File: src/rtl/mem2axi_pkg.sv
// rtl/mem2axi_pkg.sv - shared FSM state type and AXI field constants for mem2axi_master
package mem2axi_pkg;

    typedef enum logic [2:0] {
        ST_IDLE,
        ST_WRITE,
        ST_WRESP,
        ST_RADDR,
        ST_RDATA
    } state_e;

    localparam logic [1:0] BURST_INCR  = 2'b01;
    localparam logic [1:0] RESP_OKAY   = 2'b00;
    localparam logic [1:0] RESP_SLVERR = 2'b10;
    localparam logic [2:0] SIZE_8B     = 3'b011;

endpackage

File: src/rtl/mem2axi_master.sv
// rtl/mem2axi_master.sv - single-outstanding memory request to AXI4 single-beat initiator
module mem2axi_master
    import mem2axi_pkg::*;
#(
    parameter int AXI_ID_WIDTH   = 4,
    parameter int AXI_ADDR_WIDTH = 32,
    parameter int AXI_DATA_WIDTH = 64,
    parameter int AXI_USER_WIDTH = 0,
    parameter int FIXED_ID       = 0
) (
    input  logic                      clk_i,
    input  logic                      rst_i,

    input  logic                      req_i,
    input  logic                      we_i,
    input  logic [AXI_ADDR_WIDTH-1:0] addr_i,
    input  logic [7:0]                be_i,
    input  logic [63:0]               wdata_i,
    output logic                      gnt_o,
    output logic                      rvalid_o,
    output logic [63:0]               rdata_o,
    output logic                      err_o,

    output logic [AXI_ID_WIDTH-1:0]   aw_id_o,
    output logic [AXI_ADDR_WIDTH-1:0] aw_addr_o,
    output logic [7:0]                aw_len_o,
    output logic [2:0]                aw_size_o,
    output logic [1:0]                aw_burst_o,
    output logic                      aw_lock_o,
    output logic [3:0]                aw_cache_o,
    output logic [2:0]                aw_prot_o,
    output logic [3:0]                aw_qos_o,
    output logic [3:0]                aw_region_o,
    output logic [((AXI_USER_WIDTH > 0) ? AXI_USER_WIDTH : 1)-1:0] aw_user_o,
    output logic                      aw_valid_o,
    input  logic                      aw_ready_i,

    output logic [AXI_DATA_WIDTH-1:0]   w_data_o,
    output logic [AXI_DATA_WIDTH/8-1:0] w_strb_o,
    output logic                        w_last_o,
    output logic [((AXI_USER_WIDTH > 0) ? AXI_USER_WIDTH : 1)-1:0] w_user_o,
    output logic                        w_valid_o,
    input  logic                        w_ready_i,

    input  logic [AXI_ID_WIDTH-1:0]   b_id_i,
    input  logic [1:0]                b_resp_i,
    input  logic [((AXI_USER_WIDTH > 0) ? AXI_USER_WIDTH : 1)-1:0] b_user_i,
    input  logic                      b_valid_i,
    output logic                      b_ready_o,

    output logic [AXI_ID_WIDTH-1:0]   ar_id_o,
    output logic [AXI_ADDR_WIDTH-1:0] ar_addr_o,
    output logic [7:0]                ar_len_o,
    output logic [2:0]                ar_size_o,
    output logic [1:0]                ar_burst_o,
    output logic                      ar_lock_o,
    output logic [3:0]                ar_cache_o,
    output logic [2:0]                ar_prot_o,
    output logic [3:0]                ar_qos_o,
    output logic [3:0]                ar_region_o,
    output logic [((AXI_USER_WIDTH > 0) ? AXI_USER_WIDTH : 1)-1:0] ar_user_o,
    output logic                      ar_valid_o,
    input  logic                      ar_ready_i,

    input  logic [AXI_ID_WIDTH-1:0]   r_id_i,
    input  logic [AXI_DATA_WIDTH-1:0] r_data_i,
    input  logic [1:0]                r_resp_i,
    input  logic                      r_last_i,
    input  logic [((AXI_USER_WIDTH > 0) ? AXI_USER_WIDTH : 1)-1:0] r_user_i,
    input  logic                      r_valid_i,
    output logic                      r_ready_o
);

    state_e                    state_q, state_d;
    logic                      we_q, we_d;
    logic [AXI_ADDR_WIDTH-1:0] addr_q, addr_d;
    logic [7:0]                be_q, be_d;
    logic [63:0]               wdata_q, wdata_d;
    logic                      aw_valid_q, aw_valid_d;
    logic                      w_valid_q, w_valid_d;
    logic                      aw_done_q, aw_done_d;
    logic                      w_done_q, w_done_d;
    logic                      b_ready_q, b_ready_d;
    logic                      ar_valid_q, ar_valid_d;
    logic                      r_ready_q, r_ready_d;
    logic                      rvalid_q, rvalid_d;
    logic                      err_q, err_d;
    logic [63:0]               rdata_q, rdata_d;
    logic                      rsp_hs;

    // Response IDs and user bits carry nothing for a single-outstanding initiator.
    logic unused_ok;
    assign unused_ok = ^{b_id_i, b_user_i, r_id_i, r_user_i};

    // The completion cycle already sits in IDLE, so it is masked to keep one idle gap.
    assign gnt_o = req_i && (state_q == ST_IDLE) && !rvalid_q && !rst_i;

    always_comb begin
        state_d    = state_q;
        we_d       = we_q;
        addr_d     = addr_q;
        be_d       = be_q;
        wdata_d    = wdata_q;
        aw_valid_d = aw_valid_q;
        w_valid_d  = w_valid_q;
        aw_done_d  = aw_done_q;
        w_done_d   = w_done_q;
        b_ready_d  = b_ready_q;
        ar_valid_d = ar_valid_q;
        r_ready_d  = r_ready_q;
        rvalid_d   = 1'b0;
        err_d      = 1'b0;
        rdata_d    = rdata_q;

        unique case (state_q)
            ST_IDLE: begin
                if (gnt_o) begin
                    we_d    = we_i;
                    addr_d  = addr_i;
                    be_d    = be_i;
                    wdata_d = wdata_i;
                    if (we_i) begin
                        state_d    = ST_WRITE;
                        aw_valid_d = 1'b1;
                        w_valid_d  = 1'b1;
                        aw_done_d  = 1'b0;
                        w_done_d   = 1'b0;
                    end else begin
                        state_d    = ST_RADDR;
                        ar_valid_d = 1'b1;
                    end
                end
            end
            ST_WRITE: begin
                if (aw_valid_q && aw_ready_i) begin
                    aw_valid_d = 1'b0;
                    aw_done_d  = 1'b1;
                end
                if (w_valid_q && w_ready_i) begin
                    w_valid_d = 1'b0;
                    w_done_d  = 1'b1;
                end
                if (aw_done_d && w_done_d) begin
                    state_d   = ST_WRESP;
                    b_ready_d = 1'b1;
                end
            end
            ST_WRESP: begin
                if (b_valid_i) begin
                    b_ready_d = 1'b0;
                    state_d   = ST_IDLE;
                end
            end
            ST_RADDR: begin
                if (ar_ready_i) begin
                    ar_valid_d = 1'b0;
                    r_ready_d  = 1'b1;
                    state_d    = ST_RDATA;
                end
            end
            ST_RDATA: begin
                if (r_valid_i) begin
                    r_ready_d = 1'b0;
                    state_d   = ST_IDLE;
                end
            end
            default: state_d = ST_IDLE;
        endcase

        rsp_hs = (b_ready_q && b_valid_i) || (r_ready_q && r_valid_i);
        if (rsp_hs) begin
            rvalid_d = 1'b1;
            rdata_d  = we_q ? 64'd0 : r_data_i;
            err_d    = we_q ? (b_resp_i != RESP_OKAY)
                            : ((r_resp_i != RESP_OKAY) || !r_last_i);
        end
    end

    always_ff @(posedge clk_i) begin
        if (rst_i) begin
            state_q    <= ST_IDLE;
            we_q       <= 1'b0;
            addr_q     <= '0;
            be_q       <= '0;
            wdata_q    <= '0;
            aw_valid_q <= 1'b0;
            w_valid_q  <= 1'b0;
            aw_done_q  <= 1'b0;
            w_done_q   <= 1'b0;
            b_ready_q  <= 1'b0;
            ar_valid_q <= 1'b0;
            r_ready_q  <= 1'b0;
            rvalid_q   <= 1'b0;
            err_q      <= 1'b0;
            rdata_q    <= '0;
        end else begin
            state_q    <= state_d;
            we_q       <= we_d;
            addr_q     <= addr_d;
            be_q       <= be_d;
            wdata_q    <= wdata_d;
            aw_valid_q <= aw_valid_d;
            w_valid_q  <= w_valid_d;
            aw_done_q  <= aw_done_d;
            w_done_q   <= w_done_d;
            b_ready_q  <= b_ready_d;
            ar_valid_q <= ar_valid_d;
            r_ready_q  <= r_ready_d;
            rvalid_q   <= rvalid_d;
            err_q      <= err_d;
            rdata_q    <= rdata_d;
        end
    end

    assign rvalid_o  = rvalid_q;
    assign rdata_o   = rdata_q;
    assign err_o     = err_q;

    assign aw_id_o     = AXI_ID_WIDTH'(FIXED_ID);
    assign aw_addr_o   = addr_q;
    assign aw_len_o    = 8'd0;
    assign aw_size_o   = SIZE_8B;
    assign aw_burst_o  = BURST_INCR;
    assign aw_lock_o   = 1'b0;
    assign aw_cache_o  = 4'd0;
    assign aw_prot_o   = 3'd0;
    assign aw_qos_o    = 4'd0;
    assign aw_region_o = 4'd0;
    assign aw_user_o   = '0;
    assign aw_valid_o  = aw_valid_q;

    assign w_data_o  = wdata_q;
    assign w_strb_o  = be_q;
    assign w_last_o  = 1'b1;
    assign w_user_o  = '0;
    assign w_valid_o = w_valid_q;

    assign b_ready_o = b_ready_q;

    assign ar_id_o     = AXI_ID_WIDTH'(FIXED_ID);
    assign ar_addr_o   = addr_q;
    assign ar_len_o    = 8'd0;
    assign ar_size_o   = SIZE_8B;
    assign ar_burst_o  = BURST_INCR;
    assign ar_lock_o   = 1'b0;
    assign ar_cache_o  = 4'd0;
    assign ar_prot_o   = 3'd0;
    assign ar_qos_o    = 4'd0;
    assign ar_region_o = 4'd0;
    assign ar_user_o   = '0;
    assign ar_valid_o  = ar_valid_q;

    assign r_ready_o = r_ready_q;

endmodule

File: config.mk
export PLATFORM = sky130hd
export DESIGN_NAME = mem2axi_master
export DESIGN_NICKNAME = d
export VERILOG_FILES = /design/src/rtl/mem2axi_pkg.sv /design/src/rtl/mem2axi_master.sv
export SDC_FILE = /design/constraint.sdc
export NUM_CORES = 1
export LEC_CHECK = 0
export CORE_AREA = 8 8 174 176
export DETAILED_ROUTE_END_ITERATION = 10
export DIE_AREA = 0 0 182 184
export HOLD_SLACK_MARGIN = 0.05
export PLACE_DENSITY_LB_ADDON = 0.15
export RECOVER_POWER = 25
export SYNTH_ARGS = -nofsm -noshare
export SYNTH_HDL_FRONTEND = slang
export SYNTH_SLANG_ARGS = --single-unit
File: constraint.sdc
create_clock -name clk_i -period 2.13 [get_ports clk_i]
set_input_delay 0.5325 -clock clk_i [delete_from_list [all_inputs] [get_ports clk_i]]
set_output_delay 0.5325 -clock clk_i [all_outputs]
set_load 0.02 [all_outputs]
======== Word level (Yosys, flattened, before mapping) ========
Index checks and enable logic that the tools add are counted.
storage, ports and cells
  register bits after elaboration ......... 181
  input bits .............................. 192
  output and inout bits ................... 278
  logic and storage cells ................. 92
operators by class
  equal/unequal tests ..................... 13
  mux-type cells .......................... 34
  bitwise operators ....................... 1
  reduce and logical (&&, ||, !) cells .... 29
operator list
  kind                  number
  $mux W64              1
  $mux W1               19
  $ne A2 B2 Y1 const B  9
  $mux W3               5
  $pmux W3 S5           1
  $pmux W1 S2           7
  $reduce_and A4 Y1     3
  $reduce_bool A2 Y1    6
  $reduce_and A3 Y1     3
  $logic_and A1 B1 Y1   8
  $eq A3 B2 Y1 const B  2
  $reduce_and A5 Y1     1
  $eq A3 B1 Y1 const B  1
  $eq A3 B3 Y1 const B  1
  $logic_not A1 Y1      3
  $logic_not A3 Y1      1
  $logic_or A1 B1 Y1    2
  $mux W2               1
  $reduce_and A2 Y1     1
  $reduce_or A2 Y1      1
  $not A1 Y1            1

======== Logic depth before layout (Yosys ltp) ========
  word-level depth ........................ 6
  depth in mapped cells ................... 7
  depth with buffers taken out ............ 3

======== Least setup slack after synthesis ========
Ideal clock, no wire load.
  kind .................................... input to output
  start point ............................. input port rst_i
  end point ............................... output port gnt_o
  arrival ................................. 1636 ps
  required time ........................... 1597 ps
  setup slack ............................. -38 ps
  stages on the path ...................... 6
  path buffers ............................ 4
  cells stage by stage .................... buf_2 > or2_1 > clkbuf_1 > buf_2 > buf_2 > nor2_1
on the way
  cells in the longest elaborated chain, start to end .. 2
ends and longest elaborated chain
  what                 RTL line              text
  from (decl)          mem2axi_master.sv:12  input logic rst_i,
  $logic_not A1 Y1     mem2axi_master.sv:96  assign gnt_o = req_i && (state_q == ST_IDLE) && !rvalid_q && !rst_i;
  $logic_and A1 B1 Y1  mem2axi_master.sv:96
  to (decl)            mem2axi_master.sv:19  output logic gnt_o,
No other way between the ends.

======== Final worst setup path ========
  start point ............................. register state_q[1]
  end point ............................... output port gnt_o
on the way
  cells in the longest elaborated chain, start to end .. 4
ends and longest elaborated chain
  what                              RTL line               text
  from (decl)                       mem2axi_master.sv:74   state_e state_q, state_d;
  from (signal assigned)            mem2axi_master.sv:197  state_q <= state_d;
  $logic_not A3 Y1                  mem2axi_master.sv:96
  $logic_and A1 B1 Y1 (3 in a row)  mem2axi_master.sv:96
No other way between the ends.

==> metrics list <==
* Count of input and output buffers: roughly 390
* Htree depth: 4
* Critical-path top delay cell: sky130_fd_sc_hd__or4b_4
- The die covers between 30000 and 40000 um2.
- Worst-skew pair later-pin latency: approximately 0.43 ns
* Outcome: finished clean
- Startpoint of the tightest hold check path: rst_i
* Cell type with the highest aggregate area in the netlist: sky130_fd_sc_hd__dfxtp_1
- Sequential share of the synthesized area: approximately 50%
- Cts bufs inserted: 17
- Hold Path Class: primary input to flop
- Hold Path Depth: 2
* Startpoint type of the worst setup path: flop
- Dividing the synthesized area by the synthesized cell count gives 9.179 um2.
- Synthesis inferred between 150 and 200 register bits.
- Number of hold violations in the final report: 0
* Post-route ant nets: 0
- The floorplan has between 60 and 70 rows.
- After detailed routing, the number of vias per cell comes to between 4 and 5.
- Total global-route track usage: between 10% and 20%
- In this run the clock root is driven by a sky130_fd_sc_hd__clkbuf_16.
- At the end of the flow, the number of nets in the layout was between 1000 and 1500.
* Worst setup slack before clock tree synthesis: -0.3706 ns
- Post-route minimum period: 2.103 ns
- Layout cells sized above 1: between 6 and 7%
- After floorplanning, the core was sized to cover 27480 um2.
- Slew at the pin closest to its max-slew limit: around 0.5 ns
- Setup repair after global routing could not meet its margin everywhere.
* Worst Reg-to-Reg Cells: 6
- The detailed router finished its first iteration with 302 violations.
- The cell area that synthesis handed to floorplanning was between 7000 and 8000 um2.
* Total Power: slightly above 8 mW
- For this run, the slowest stage of the critical path takes 0.55 ns.
- Max cap viols: 0
- The initial antenna violation count was 2.
- CP required: approximately 1.6 ns
- The analysis attributes to cell leakage a power of between 4 and 5 nW.
- Via count of the routed design: about 6800
- In this run the critical register-to-register path is captured at w_data_o[53].
* Placer's final routability congestion estimate: between 0.7 and 0.8
- Final Slew Violations: 0
- Measured along the x axis, the die boundary spans about 180 um.
- Vias in the first global route: 6930
- Max Fclk: 0.4756 GHz
- Data arrival time of the critical path: roughly 1.6 ns
- In the final routed layout, each cell accounts on average for around 19 um.
* Clock tree sinks: between 150 and 200
* Largest net degree at the start of global routing: 107
- Clock-pin slew was measured on the worst setup and hold paths at 0.08 ns.
- In this run the worst path has a maximum fanout of 2.
- Total Wirelength: 28230 um
- Leading cell types by total area after synthesis: sky130_fd_sc_hd__dfxtp_1 (50%), sky130_fd_sc_hd__buf_4 (11%), sky130_fd_sc_hd__a22o_1 (7.7%)
- Once the floorplan was initialized, standard cells occupied a little over a quarter of the core.
- Hold path endpoint: ar_addr_o[31]
* Relative max-transition margin: about two thirds
- Across all setup checks in the final design, the least slack found is about 0.027 ns.
- Final setup violation count: 0
- Critical path, cell by cell: or4b_4, nor2_4, buf_6
- Once detailed placement completed, the half-perimeter wirelength came to roughly 21000 um.
* Number of detailed-route iterations in the first pass: 5
- The area growth from synthesis to layout is 61.03%.
- In the routed design, unresolved DRC markers number 0.
- Worst clock skew: approximately 0.015 ns
- Clock tree from TritonCTS: built
* Number of distinct library cells after synthesis: 39
* Reg-to-reg slack, setup: roughly 0.18 ns
* Crit Reg-Reg Startpoint: state_q[0]
- The setup path with the least slack is of type flop to primary output.
- The clock passes through at most 2 buffers.
* Total global routing overflow: 0
- Worst IR Drop VDD: 0.4545 mV
- Yosys warning total: 0
- During I/O placement, the number of pins put on the boundary was 470.
* First-pass GRT wire length: between 40000 and 50000 um
- Buffers inserted to repair hold after CTS numbered 0.
- Synthesized netlist cell count: a little under 800
- In this run the vertical extent of the chip is around 180 um.
* Fillcell total: around 2800
- In this run the power density over the cells is about 700 nW/um2.
- Dividing the final minimum period by the clock period gives around 99%.
- Area share of the leading cell type in the synthesized netlist: ~50%
- STA classifies the critical path endpoint as a primary output.
[layer usage]
layer / up-vias / track usage, % / share of wire [%]
li1: 3304 / - / -
met1: 3170 / 18.43 / 40
met2: 266 / 27.21 / 49
met3: 24 / 6.225 / 9.2
met4: 2 / 4.854 / 1.5
met5: - / 0 / 0.028
[cell usage after synthesis]
library cell and instances:
sky130_fd_sc_hd__buf_2 17, sky130_fd_sc_hd__clkbuf_1 49, sky130_fd_sc_hd__or4b_1 1, sky130_fd_sc_hd__o21ai_2 2, sky130_fd_sc_hd__clkbuf_2 2, sky130_fd_sc_hd__buf_4 104
sky130_fd_sc_hd__nand2_1 2, sky130_fd_sc_hd__a22oi_1 1, sky130_fd_sc_hd__nand3b_1 3, sky130_fd_sc_hd__nand2b_1 2, sky130_fd_sc_hd__or4bb_1 1, sky130_fd_sc_hd__buf_8 3
sky130_fd_sc_hd__a21o_1 1, sky130_fd_sc_hd__a311oi_1 1, sky130_fd_sc_hd__dfxtp_1 181, sky130_fd_sc_hd__nor2_1 4, sky130_fd_sc_hd__a22o_1 64, sky130_fd_sc_hd__o21ai_1 19
sky130_fd_sc_hd__or2_1 1, sky130_fd_sc_hd__conb_1 2, sky130_fd_sc_hd__nor4b_1 1, sky130_fd_sc_hd__or3b_1 1, sky130_fd_sc_hd__nor4_1 1, sky130_fd_sc_hd__a21bo_2 1
sky130_fd_sc_hd__buf_6 2, sky130_fd_sc_hd__nand3_1 107, sky130_fd_sc_hd__nand4b_1 1, sky130_fd_sc_hd__nor3_1 1, sky130_fd_sc_hd__nor3b_1 3, sky130_fd_sc_hd__a21oi_1 111
sky130_fd_sc_hd__nor3_2 1, sky130_fd_sc_hd__nor2b_1 2, sky130_fd_sc_hd__o21ai_0 86, sky130_fd_sc_hd__nor4b_4 1, sky130_fd_sc_hd__a31oi_1 3, sky130_fd_sc_hd__o32ai_1 1
sky130_fd_sc_hd__a221oi_1 1, sky130_fd_sc_hd__and2b_1 1, sky130_fd_sc_hd__inv_1 3
[logic make-up (layout without fill, tap and decap cells)]
group | Yosys count | after routing | synth area share, %
AOI/OAI and AO/OA | 291 | 291 | 23.91
DFF | 181 | 181 | 50.10
buffers and inverters | 180 | 457 | 15.74
and+or+nand+nor | 134 | 134 | 10.15
other | 2 | 71 | 0.1038
[worst max-delay path, delay by kind of cell, from the launching register on]
family        cells  cell delay, ns
flops             1            0.32
simple gates      2            0.68
buf+inv           1            0.15
[metrics by stage]
step	cell area (um2)	hold slack, ns	TNS (ns)	util, %	cells
finish	11650	0.4153	0	42.39	1480
global route	11650	0.4109	-1.106	42.39	1480
CTS	11710	0.3993	-0.05105	42.62	1479
detailed placement	11100	0.4535	-16.04	40.41	1446
global placement	11100	0.4516	-15.21	40.41	1446
floorplan	7491	0.4423	0	-	856
[cell usage in the layout (no fill, tap or decap), drive strengths merged, types with 3 or more instances in the layout]
cell type,n
clkdlybuf4s50,385
dfxtp,181
a21oi,111
nand3,107
o21ai,107
conb,70
a22o,64
buf,29
clkbuf,24
inv,9
clkinv,5
nor2,4
nand3b,3
nor3b,3
a31oi,3
[worst max-delay path by stage]
stage	startpoint	to	slack [ns]
3_3_place_gp	req_i	gnt_o	-0.37
6_report	state_q[1]	gnt_o	0.03
4_1_cts	rvalid_o	gnt_o	-0.05
5_1_grt	state_q[1]	gnt_o	-0.05
3_5_place_dp	req_i	gnt_o	-0.37
2_1_floorplan	rst_i	gnt_o	0.04
[power by group]
part | switching, mW | internal [mW]
clock | 1.51 | 1.67
sequential | 0.0621 | 3.49
combinational | 0.761 | 0.665
total | 2.33 | 5.83
[what timing repair did]
action                     4_1_cts  5_1_grt
buffers inserted                 1        0
pin swaps                        1        1
cloned                           0        0
setup endpoints to repair        1        1
resized for setup                4        1
[registers in the layout, summed over array words and instances (netlist names)]
register / flops
w_done_q: 1
state_q: 3
w_valid_o: 1
w_data_o: 64
we_q: 1
b_ready_o: 1
ar_addr_o: 32
rdata_o: 64
err_o: 1
w_strb_o: 8
ar_valid_o: 1
rvalid_o: 1
r_ready_o: 1
aw_done_q: 1
aw_valid_o: 1
[area by class of cell]
class	instances	area [um2]	share of cell area [%]
Clock buffer	18	429.2	3.685
Inverter	3	11.26	0.09668
Sequential cell	181	3626	31.13
Multi-Input combinational cell	495	2741	23.54
Clock inverter	14	162.7	1.397
Tap cell	346	432.9	3.717
Timing Repair Buffer	422	4242	36.42
Antenna cell	1	2.502	0.02148
Power figures use the tool's default switching activity.
==> RTL change, RTL diff (same settings) <==
Set the parameter `AXI_ADDR_WIDTH` to 16 (it was 32).
--- a/src/rtl/mem2axi_master.sv
+++ b/src/rtl/mem2axi_master.sv
@@ -5,3 +5,3 @@
     parameter int AXI_ID_WIDTH   = 4,
-    parameter int AXI_ADDR_WIDTH = 32,
+    parameter int AXI_ADDR_WIDTH = 16,
     parameter int AXI_DATA_WIDTH = 64,
Ports: changed (resized addr_i, ar_addr_o and aw_addr_o); port bits go from 470 to 422. No check against the original RTL was run, so the function may have changed too.
==> RTL change against the unedited design <==
- total power decreased by 7.9%
- utilization decreased by 4.2 points
- cell count decreased by 8.1%
- area after synthesis decreased by 9.8%
- register-to-register slack improved by 60 ps
- setup slack improved by 38 ps
- sequential cell count decreased by 16
- cell area decreased by 9.9%
- non-clock buffer count decreased by 54
- routed wire length decreased by 9.5%
- critical path type unchanged
==> RTL change: results <==
{
  "ys_types": 38,
  "synthCells": 697,
  "vdd_drop_max_mv": 0.408,
  "grt_pass1_wl_mm": 38.0,
  "hpwl_mm": 18.4,
  "netlist_top_cells_area": "dfxtp_1, buf_4, a22o_1, a21oi_1, nand3_1",
  "hold_path.class": "reg -> reg",
  "via_per_inst": 4.48,
  "fillerInstances": 2842,
  "grt_max_degree": 90,
  "clock_skew_ps": 21.0,
  "drive_gt1_frac": 0.0641,
  "synth_common_cells": "dfxtp_1, a21oi_1, nand3_1",
  "antenna_found_initial": 0,
  "grtUsageTotal": 0.145,
  "status": "finished clean",
  "initialDrtViolationCount": 228,
  "wl_mm": 25.6,
  "detail-route-antenna-nets": 0,
  "dpl_cell_area_sq_um": 9950,
  "p_leak_nw": 3.79,
  "drtPass1Iterations": 4,
  "nets": 1177,
  "placedCellCount": 1328,
  "n_antenna_cell": 0,
  "post-cts-setup-buffer-count": 0,
  "tightest_slew_ps": 1170,
  "htree_levels": 4,
  "place_congestion": 0.727,
  "synth-async-reset-ratio": 0,
  "clkTransAtPathRegs_ps": 70,
  "vias": 6096,
  "cp_top_family": "simple AND/OR/NAND/NOR gates",
  "port_buffers": 341,
  "worstPathArrival_ps": 1530,
  "insertion_delay_ps": 430,
  "yosysSeqAreaShare": 0.506,
  "cts_buffers": 17
}
## RTL change: cells by family (layout without fill, tap and decap cells)
group                  count (synthesis)  in the layout  synth area share
and+or+nand+nor                      116            116            0.0955
buffers and inverters                153            402             0.154
other                                  2             70           0.00115
AOI/OAI and AO/OA                    261            261             0.243
DFF                                  165            165             0.506
## RTL change: area by class of cell
cell class,instances,area [sq um],area share
Clock inverter,15,160,0.0153
Multi-Input combinational cell,447,2490,0.238
Tap cell,346,433,0.0413
Clock buffer,17,425,0.0406
Sequential cell,165,3300,0.315
Timing Repair Buffer,368,3670,0.350
Inverter,2,7.51,0.000716
## RTL change: worst paths after layout
path         cells past startpoint      endpoint         from  slack, ps
max reg2reg                      4  w_data_o[26]   state_q[2]        240
max                              3         gnt_o   state_q[1]         70
min reg2reg                      2   w_data_o[7]  w_data_o[7]        480
min                              2   w_data_o[7]  w_data_o[7]        480
## RTL change: metrics by stage
step	util	hold slack, ps	TNS (ps)	power, mW	setup WS, ps
floorplan	-	462	0	4.00	49.2
global placement	0.362	461	-21020	4.54	-722
detailed placement	0.362	463	-21130	4.54	-731
CTS	0.384	480	0	7.66	10.6
global route	0.382	495	0	7.88	18.0
finish	0.382	477	0	7.52	65.9
## RTL change: power breakdown
group	switching, mW	leakage (nW)	internal (mW)
clock	1.49	0.270	1.57
sequential	0.0489	1.34	3.18
combinational	0.662	2.18	0.567
total	2.20	3.79	5.31
## RTL change: repair_timing
action	4_1_cts	5_1_grt
endpoints found under the setup margin	1	1
endpoints found under the hold margin	0	0
gates resized for setup	9	0
pin swaps	1	1
## RTL change: layer usage
layer / global-route usage / share of wire
met2: 0.253 / 0.51
met1: 0.172 / 0.41
met3: 0.0413 / 0.070
met4: 0.0390 / 0.012
met5: 0 / 0
